==> config.mk <==
export PLATFORM = sky130hd
export DESIGN_NAME = mem_arbiter_flat
export DESIGN_NICKNAME = d
export VERILOG_FILES = /design/src/rtl/mem_arbiter_if.sv /design/src/rtl/mem_arbiter.sv /design/src/flat_wrapper.sv
export SDC_FILE = /design/constraint.sdc
export NUM_CORES = 1
export LEC_CHECK = 0
export ABC_AREA = 1
export CORE_ASPECT_RATIO = 1.25
export CORE_UTILIZATION = 41
export DETAILED_ROUTE_END_ITERATION = 16
export HOLD_SLACK_MARGIN = 0.12
export PLACE_DENSITY_LB_ADDON = 0.05
export SETUP_SLACK_MARGIN = 0.3
export SYNTH_ARGS = -nofsm -noshare
export SYNTH_HDL_FRONTEND = slang
export SYNTH_SLANG_ARGS = --single-unit
==> constraint.sdc <==
create_clock -name clk -period 2.2 [get_ports clk]
set_input_delay 0.44 -clock clk [delete_from_list [all_inputs] [get_ports clk]]
set_output_delay 0.44 -clock clk [all_outputs]
set_load 0.1 [all_outputs]
==> src/rtl/mem_arbiter_if.sv <==
// mem_arbiter_if: requester handshake and memory-pin bundle shared by mem_arbiter and its masters
interface mem_arbiter_if #(
  parameter int NUM_REQ = 4,
  parameter int ADDR_WIDTH = 5,
  parameter int DATA_WIDTH = 8
);
  logic [NUM_REQ-1:0] req;
  logic [NUM_REQ-1:0] req_we;
  logic [NUM_REQ*ADDR_WIDTH-1:0] req_addr;
  logic [NUM_REQ*DATA_WIDTH-1:0] req_wdata;
  logic [NUM_REQ-1:0] ack;
  logic [DATA_WIDTH-1:0] rdata;
  logic busy;
  logic mem_read;
  logic mem_write;
  logic [ADDR_WIDTH-1:0] mem_addr;
  logic [DATA_WIDTH-1:0] mem_data_in;
  logic [DATA_WIDTH-1:0] mem_data_out;
  modport slave (
    input req, req_we, req_addr, req_wdata, mem_data_out,
    output ack, rdata, busy, mem_read, mem_write, mem_addr, mem_data_in
  );
  modport master (
    output req, req_we, req_addr, req_wdata, mem_data_out,
    input ack, rdata, busy, mem_read, mem_write, mem_addr, mem_data_in
  );
endinterface

==> src/rtl/mem_arbiter.sv <==
// mem_arbiter: round-robin arbiter sharing one synchronous memory between NUM_REQ requesters
module mem_arbiter #(
  parameter int NUM_REQ = 4,
  parameter int ADDR_WIDTH = 5,
  parameter int DATA_WIDTH = 8
) (
  input logic clk,
  input logic rst,
  mem_arbiter_if.slave bus
);
  localparam int IW = $clog2(NUM_REQ);
  typedef enum logic [1:0] {IDLE, ACCESS, CAPTURE} state_t;
  state_t state_q;
  logic [IW-1:0] rr_q, gnt_q, sel_d;
  logic we_q, busy_q, mem_read_q, mem_write_q;
  logic [NUM_REQ-1:0] ack_q, elig_d;
  logic [DATA_WIDTH-1:0] rdata_q, mem_data_in_q;
  logic [ADDR_WIDTH-1:0] mem_addr_q;
  always_comb begin
    elig_d = bus.req & ~ack_q;
    sel_d = '0;
    for (int k = NUM_REQ - 1; k >= 0; k--)
      if (elig_d[(int'(rr_q) + k) % NUM_REQ]) sel_d = IW'((int'(rr_q) + k) % NUM_REQ);
  end
  always_ff @(posedge clk) begin
    if (rst) begin
      state_q <= IDLE;
      rr_q <= '0;
      gnt_q <= '0;
      we_q <= 1'b0;
      busy_q <= 1'b0;
      ack_q <= '0;
      rdata_q <= '0;
      mem_read_q <= 1'b0;
      mem_write_q <= 1'b0;
      mem_addr_q <= '0;
      mem_data_in_q <= '0;
    end else begin
      ack_q <= '0;
      mem_read_q <= 1'b0;
      mem_write_q <= 1'b0;
      case (state_q)
        IDLE: if (|elig_d) begin
          state_q <= ACCESS;
          busy_q <= 1'b1;
          gnt_q <= sel_d;
          we_q <= bus.req_we[sel_d];
          mem_write_q <= bus.req_we[sel_d];
          mem_read_q <= !bus.req_we[sel_d];
          mem_addr_q <= bus.req_addr[sel_d*ADDR_WIDTH +: ADDR_WIDTH];
          mem_data_in_q <= bus.req_we[sel_d] ? bus.req_wdata[sel_d*DATA_WIDTH +: DATA_WIDTH] : '0;
        end
        ACCESS: state_q <= CAPTURE;
        CAPTURE: begin
          state_q <= IDLE;
          busy_q <= 1'b0;
          ack_q <= NUM_REQ'(1) << gnt_q;
          rr_q <= (gnt_q == IW'(NUM_REQ - 1)) ? '0 : gnt_q + 1'b1;
          if (!we_q) rdata_q <= bus.mem_data_out;
        end
        default: state_q <= IDLE;
      endcase
    end
  end
  assign bus.ack = ack_q;
  assign bus.rdata = rdata_q;
  assign bus.busy = busy_q;
  assign bus.mem_read = mem_read_q;
  assign bus.mem_write = mem_write_q;
  assign bus.mem_addr = mem_addr_q;
  assign bus.mem_data_in = mem_data_in_q;
endmodule

==> src/flat_wrapper.sv <==
// flat-port wrapper written by rule: the top's interface ports become plain ports
module mem_arbiter_flat 
#(
  parameter int NUM_REQ = 4,
  parameter int ADDR_WIDTH = 5,
  parameter int DATA_WIDTH = 8
)
  (clk, rst, bus_req, bus_req_we, bus_req_addr, bus_req_wdata, bus_mem_data_out, bus_ack, bus_rdata, bus_busy, bus_mem_read, bus_mem_write, bus_mem_addr, bus_mem_data_in);
  mem_arbiter_if #(.NUM_REQ(NUM_REQ), .ADDR_WIDTH(ADDR_WIDTH), .DATA_WIDTH(DATA_WIDTH)) bus_i ();
  input logic clk;
  input logic rst;
  input wire logic [$bits(bus_i.req)-1:0] bus_req;
  input wire logic [$bits(bus_i.req_we)-1:0] bus_req_we;
  input wire logic [$bits(bus_i.req_addr)-1:0] bus_req_addr;
  input wire logic [$bits(bus_i.req_wdata)-1:0] bus_req_wdata;
  input wire logic [$bits(bus_i.mem_data_out)-1:0] bus_mem_data_out;
  output wire logic [$bits(bus_i.ack)-1:0] bus_ack;
  output wire logic [$bits(bus_i.rdata)-1:0] bus_rdata;
  output wire logic [$bits(bus_i.busy)-1:0] bus_busy;
  output wire logic [$bits(bus_i.mem_read)-1:0] bus_mem_read;
  output wire logic [$bits(bus_i.mem_write)-1:0] bus_mem_write;
  output wire logic [$bits(bus_i.mem_addr)-1:0] bus_mem_addr;
  output wire logic [$bits(bus_i.mem_data_in)-1:0] bus_mem_data_in;
  assign bus_i.req = bus_req;
  assign bus_i.req_we = bus_req_we;
  assign bus_i.req_addr = bus_req_addr;
  assign bus_i.req_wdata = bus_req_wdata;
  assign bus_i.mem_data_out = bus_mem_data_out;
  assign bus_ack = bus_i.ack;
  assign bus_rdata = bus_i.rdata;
  assign bus_busy = bus_i.busy;
  assign bus_mem_read = bus_i.mem_read;
  assign bus_mem_write = bus_i.mem_write;
  assign bus_mem_addr = bus_i.mem_addr;
  assign bus_mem_data_in = bus_i.mem_data_in;
  mem_arbiter #(.NUM_REQ(NUM_REQ), .ADDR_WIDTH(ADDR_WIDTH), .DATA_WIDTH(DATA_WIDTH)) u_core (.clk(clk), .rst(rst), .bus(bus_i));
endmodule
==> results.cfg, run 1 <==
[run_status]
outcome = complete, no violations

[timing]
fin_worst_skew_ns = 0.005076
slew_headroom_pct = 77.45
hold_ws_ns = 0.4444
rsz0062_at_grt = true
period_share_pct = 81.61
layout_min_cycle_time_ns = 1.795
setup_ws_ns = 0.4045
slew_violations = 0
worst_pin_slew_ns = 0.3379
setup_violations = 0
setup_tns_ns = 0
fmax_mhz = 557.0
hold_viol = 0

[yosys]
yosysWarnings = 0
yosys-top-cells-area = dfxtp_1, inv_1, nand3_1
syn_inst = 335
ys_types = 22
ys_seq_area_share_pct = 33.82
syn_area_um2 = 2072
synth_top_area_share_pct = 33.82
synth-seq-cells = 35
syn_nets = 406
yosys.area.top_type = dfxtp_1
avgSynthCellArea_um2 = 6.185

[grt]
antenna_found_initial = 0
grt_max_degree = 20
grt_usage_pct = 24.58
overflow = 0
grt_pass1_vias = 2371
grt_pass1_wl_um = 10160

[hold_path]
hp-start = u_core.bus.rdata[2]
hp-class = reg -> reg
hold_depth = 2
hold_end = u_core.bus.rdata[2]

[flow_run]
max-cap-violations = 0

[finish]
syn_to_final_growth_pct = 69.87
drive_gt1_share_pct = 24.89
seqCellArea_um2 = 720.7
fillCellCount = 398
layout_commonest_cell = inv_1
layout_common_cells = inv_1, clkdlybuf4s50_1, nand2_1, nand3_1, buf_4
final_nets = 520
post-route-util_pct = 73.33
num_antenna_cells = 0
multi_input_area_um2 = 1170

[place]
port_buffers = 97
hpwl_um = 4383
dp_slack_ns = -0.1786
place_congestion = 0.8447

[detailed_routing]
ant_nets = 0
met2_length_um = 3226
route.met3.wl_um = 294
via_count = 2458
drtIter0Drc = 74
drc_errors = 0
wl_per_cell_um = 12.25
firstDrtPassIters = 4
highest_layer = met4
routed_wl_um = 6248
met1_length_um = 2562
routed_via_density = 4.820

[cts]
clockRootBuffer = clkbuf_8
cts_buffers = 5
cts.sinks = 35
cts_tree = built
htree_levels = 2
clockBufferDepth = 2
clk_latency_ns = 0.29
cts.clk_slew.worst_paths_ns = 0.08

[floorplanning]
dieArea_um2 = 5344
start_util_pct = 43.17
core_um2 = 4800
die-width_um = 65.59
die_h_um = 81.48
num_rows = 28
ios = 98

[critical_path]
critical_path_required_ns = 2.42
crit_path_start_kind = register
regToRegEndpoint = u_core.bus.mem_data_in[6]
cp.arrival_ns = 2.02
endpoint_kind = register
cpMaxStageDelayCell = dfxtp_4
crit_top_cell = nand2_1
reg2reg_slack_ns = 0.40
cpPeakStageDelay_ns = 0.39
r2r_start = u_core.rr_q[0]
timing.critical_path.cells = inv_4 -> nand3_1 -> nand2_2 -> buf_4 -> nand2_1 -> nand2_1 -> nor2_1 -> nand2_1 -> nand3_4 -> buf_8 -> nand3_4 -> nand2_4 -> nand3_1 -> a21oi_1
worstPathMaxFanout = 9
r2r_cells = 14
path_class = reg -> reg

[power]
p_per_area_nw_per_um2 = 744.4
ir_drop_mv = 0.5478
p_leak_nw = 1.721
## synth_stat cells (all sizes together)
cell / n
or2: 1
buf: 7
nand3b: 4
inv: 72
clkbuf: 9
a21oi: 33
dfxtp: 35
a2111oi: 1
nor2: 23
ha: 1
nand3: 55
o21ai: 23
clkinv: 2
nand2: 66
nor3: 3
## layer usage
layer	track usage, %	vias to the layer above
li1	-	1275
met3	4.722	16
met5	0	-
met4	12.17	0
met1	26.80	1084
met2	44.95	83
## through the flow
stage | total power [mW] | std cells | area (um^2)
2_1_floorplan | 1.600 | 335 | 2088
3_3_place_gp | 1.963 | 496 | 3163
3_5_place_dp | 1.978 | 496 | 3163
4_1_cts | 2.561 | 509 | 3413
5_1_grt | 2.766 | 510 | 3520
6_report | 2.620 | 510 | 3520
## report_power, final
group          internal (mW)  leakage [nW]  total (mW)  switching [mW]
sequential             0.701         0.291       0.748          0.0478
combinational          0.522          1.39        1.41           0.888
clock                  0.221        0.0412       0.463           0.241
total                   1.44          1.72        2.62            1.18
## registers in the layout (all words and copies together) (netlist names)
| register | count |
|---|---|
| u_core.we_q | 1 |
| u_core.bus.mem_write | 1 |
| u_core.bus.mem_data_in | 8 |
| u_core.bus.mem_addr | 5 |
| u_core.bus.busy | 1 |
| u_core.bus.ack | 4 |
| u_core.bus.mem_read | 1 |
| u_core.rr_q | 2 |
| u_core.state_q | 2 |
| u_core.bus.rdata | 8 |
| u_core.gnt_q | 2 |
## area by class of cell
cell class              instances  area share (%)
clock buffers                   6           2.062
flip-flops and latches         35           20.48
multi-input cells             211           33.24
repair buffers                122           33.67
inverters                      74           8.070
clock inverters                 2          0.3555
well taps                      60           2.133
## worst max-delay path: cells and delay by family, from the launching register on
family,cells,cell delay [ns]
simple gates,10,0.83
buf+inv,3,0.34
compound gates,1,0.14
flops,1,0.39
## cells by family after synthesis
family / share of synthesized area, %
compound gates: 13.95
fa+ha+maj: 0.6038
buf+inv: 17.33
simple gates: 34.30
flops: 33.82
## worst max path at each step
stage | startpoint | end
global route | u_core.rr_q[0] | u_core.bus.mem_data_in[2]
detailed placement | bus_req[0] | u_core.bus.mem_data_in[3]
global placement | bus_req[1] | u_core.bus.mem_addr[1]
finish | u_core.rr_q[0] | u_core.bus.mem_data_in[6]
CTS | u_core.rr_q[0] | u_core.bus.mem_data_in[5]
floorplan | u_core.bus.ack[3] | u_core.bus.mem_addr[0]
## repair_timing
item	4_1_cts	5_1_grt
gates cloned	3	1
resized for setup	33	25
pin swaps	20	15
endpoints found under the setup margin	18	16
setup buffers	2	0
hold buffers	0	0
Power figures use the tool's default switching activity.
==> run 2, diff against run 1 <==
--- a/config.mk
+++ b/config.mk
@@ -7,7 +7,7 @@
 export LEC_CHECK = 0
 export ABC_AREA = 1
 export CORE_ASPECT_RATIO = 1.25
-export CORE_UTILIZATION = 41
+export CORE_UTILIZATION = 37
 export DETAILED_ROUTE_END_ITERATION = 16
 export HOLD_SLACK_MARGIN = 0.12
 export PLACE_DENSITY_LB_ADDON = 0.05
==> constraint.sdc (replaced) <==
create_clock -name clk -period 1.6 [get_ports clk]
set_input_delay 0.32 -clock clk [delete_from_list [all_inputs] [get_ports clk]]
set_output_delay 0.32 -clock clk [all_outputs]
set_load 0.1 [all_outputs]
==> results.cfg, run 2 (synthesis results as in run 1) <==
[place]
place_congestion = 0.7995
hpwl_um = 4238
port_buffers = 97
placed_cell_area_um2 = 3551

[detailed_routing]
routed_wl_um = 6726
drtIter0Drc = 91
firstDrtPassIters = 4
drc_errors = 0
ant_nets = 0
wl_per_cell_um = 12.96
routed_via_density = 4.900
via_count = 2543

[critical_path]
cpPeakStageDelay_ns = 0.38
worstPathMaxFanout = 8
crit_path_start_kind = register
endpoint_kind = register
path_class = reg -> reg
r2r_cells = 15
timing.critical_path.cells = clkinv_4 -> nand3_1 -> nand2_4 -> nand2_2 -> nand2_1 -> inv_2 -> nand2_2 -> nand2_4 -> nand2_8 -> clkbuf_16 -> nand2_1 -> nand3_1 -> nand2_1 -> nand3_1 -> a21oi_1
reg2reg_slack_ns = -0.25
cp.arrival_ns = 2.07
regToRegEndpoint = u_core.bus.mem_data_in[0]
cpMaxStageDelayCell = dfxtp_4
r2r_start = u_core.bus.ack[3]
critical_path_required_ns = 1.82

[run_status]
outcome = complete, but fails checks
failed_checks = setup timing

[floorplanning]
core_um2 = 5405
ios = 98
dieArea_um2 = 5905
die_h_um = 85.67
num_rows = 30
start_util_pct = 38.33
die-width_um = 68.93

[grt]
grt_pass1_wl_um = 9901
grt_pass1_vias = 2215
grt_max_degree = 24
overflow = 0
grt_usage_pct = 21.70
antenna_found_initial = 0

[hold_path]
hp-class = reg -> reg
hold_depth = 1
hold_end = u_core.state_q[1]
hp-start = u_core.state_q[1]

[timing]
worst_pin_slew_ns = 0.3536
slew_headroom_pct = 76.40
period_share_pct = 115.9
setup_violations = 16
slew_violations = 0
fin_worst_skew_ns = 0.006612
rsz0062_at_grt = true
layout_min_cycle_time_ns = 1.854
fmax_mhz = 539.4
setup_ws_ns = -0.2538
hold_viol = 0

[cts]
cts_hold_buffers = 0
cts.sinks = 35
cts.clk_slew.worst_paths_ns = 0.07
clk_latency_ns = 0.29
cts_tree = built
htree_levels = 2
cts_buffers = 5
clockBufferDepth = 2
clockRootBuffer = clkbuf_8

[power]
p_total_mw = 4.001
ir_drop_mv = 0.4368
p_leak_nw = 1.894
p_per_area_nw_per_um2 = 968.0

[finish]
num_antenna_cells = 0
final_area_um2 = 4133
layout_commonest_cell = inv_1
fillCellCount = 374
drive_gt1_share_pct = 33.41
layout_common_cells = inv_1, clkdlybuf4s50_1, nand3_1, nand2_1, buf_12
final_nets = 525
post-route-util_pct = 76.46
seqCellArea_um2 = 724.4
syn_to_final_growth_pct = 99.46
multi_input_area_um2 = 1336

[flow_run]
max-cap-violations = 0
run 2: report_power, final:
part,leakage [nW],switching (mW),internal [mW]
Combinational,1.56,1.32,0.988
Sequential,0.292,0.109,0.964
Clock,0.0412,0.319,0.304
Total,1.89,1.74,2.26
run 2: final cells by class:
class                      instances  area share, %
tap                               64          1.938
timing repair buffer             127          39.12
inverter                          74          7.024
sequential                        35          17.53
clock buffer                       6          1.756
multi-input combinational        211          32.33
clock inverter                     2         0.3028
run 2: worst max-delay path: cells and delay by family (launching register included):
| family | cells | cell delay (ns) |
|---|---|---|
| AOI/OAI and AO/OA | 1 | 0.16 |
| buffers and inverters | 3 | 0.31 |
| DFF | 1 | 0.38 |
| and+or+nand+nor | 11 | 0.96 |
run 2: stage by stage:
step           setup TNS [ns]  hold WS (ns)  worst slack [ns]  cells
2_1_floorplan          -3.368        0.4406           -0.2315    335
3_3_place_gp           -10.49        0.4501           -0.5705    498
3_5_place_dp           -11.18        0.4582           -0.6247    498
4_1_cts                -1.138        0.4692           -0.1019    514
5_1_grt                -4.398        0.4909           -0.3809    519
6_report               -2.641        0.4699           -0.2538    519
run 2: how the worst max path moves through the flow:
stage / depth (start not counted) / end / startpoint
floorplan: 15 / u_core.bus.mem_addr[0] / u_core.bus.ack[3]
global placement: 16 / u_core.bus.mem_data_in[5] / bus_req[1]
detailed placement: 17 / u_core.bus.mem_addr[2] / bus_req[0]
CTS: 14 / u_core.bus.mem_data_in[5] / u_core.rr_q[0]
global route: 15 / u_core.bus.mem_data_in[0] / u_core.bus.ack[3]
finish: 15 / u_core.bus.mem_data_in[0] / u_core.bus.ack[3]
run 2: layer usage:
metal	track usage, %	share of wire [%]	vias to the layer above
li1	-	-	1286
met1	26.73	39	1142
met2	37.25	53	97
met3	3.856	4.8	18
met4	6.679	3.0	0
met5	0	0	-
run 2: repair_timing:
action | in CTS | in global routing
gates cloned | 2 | 3
pin swaps | 6 | 28
hold endpoints to repair | 0 | 0
setup endpoints to repair | 20 | 28
buffers inserted | 6 | 2
resized for setup | 39 | 59
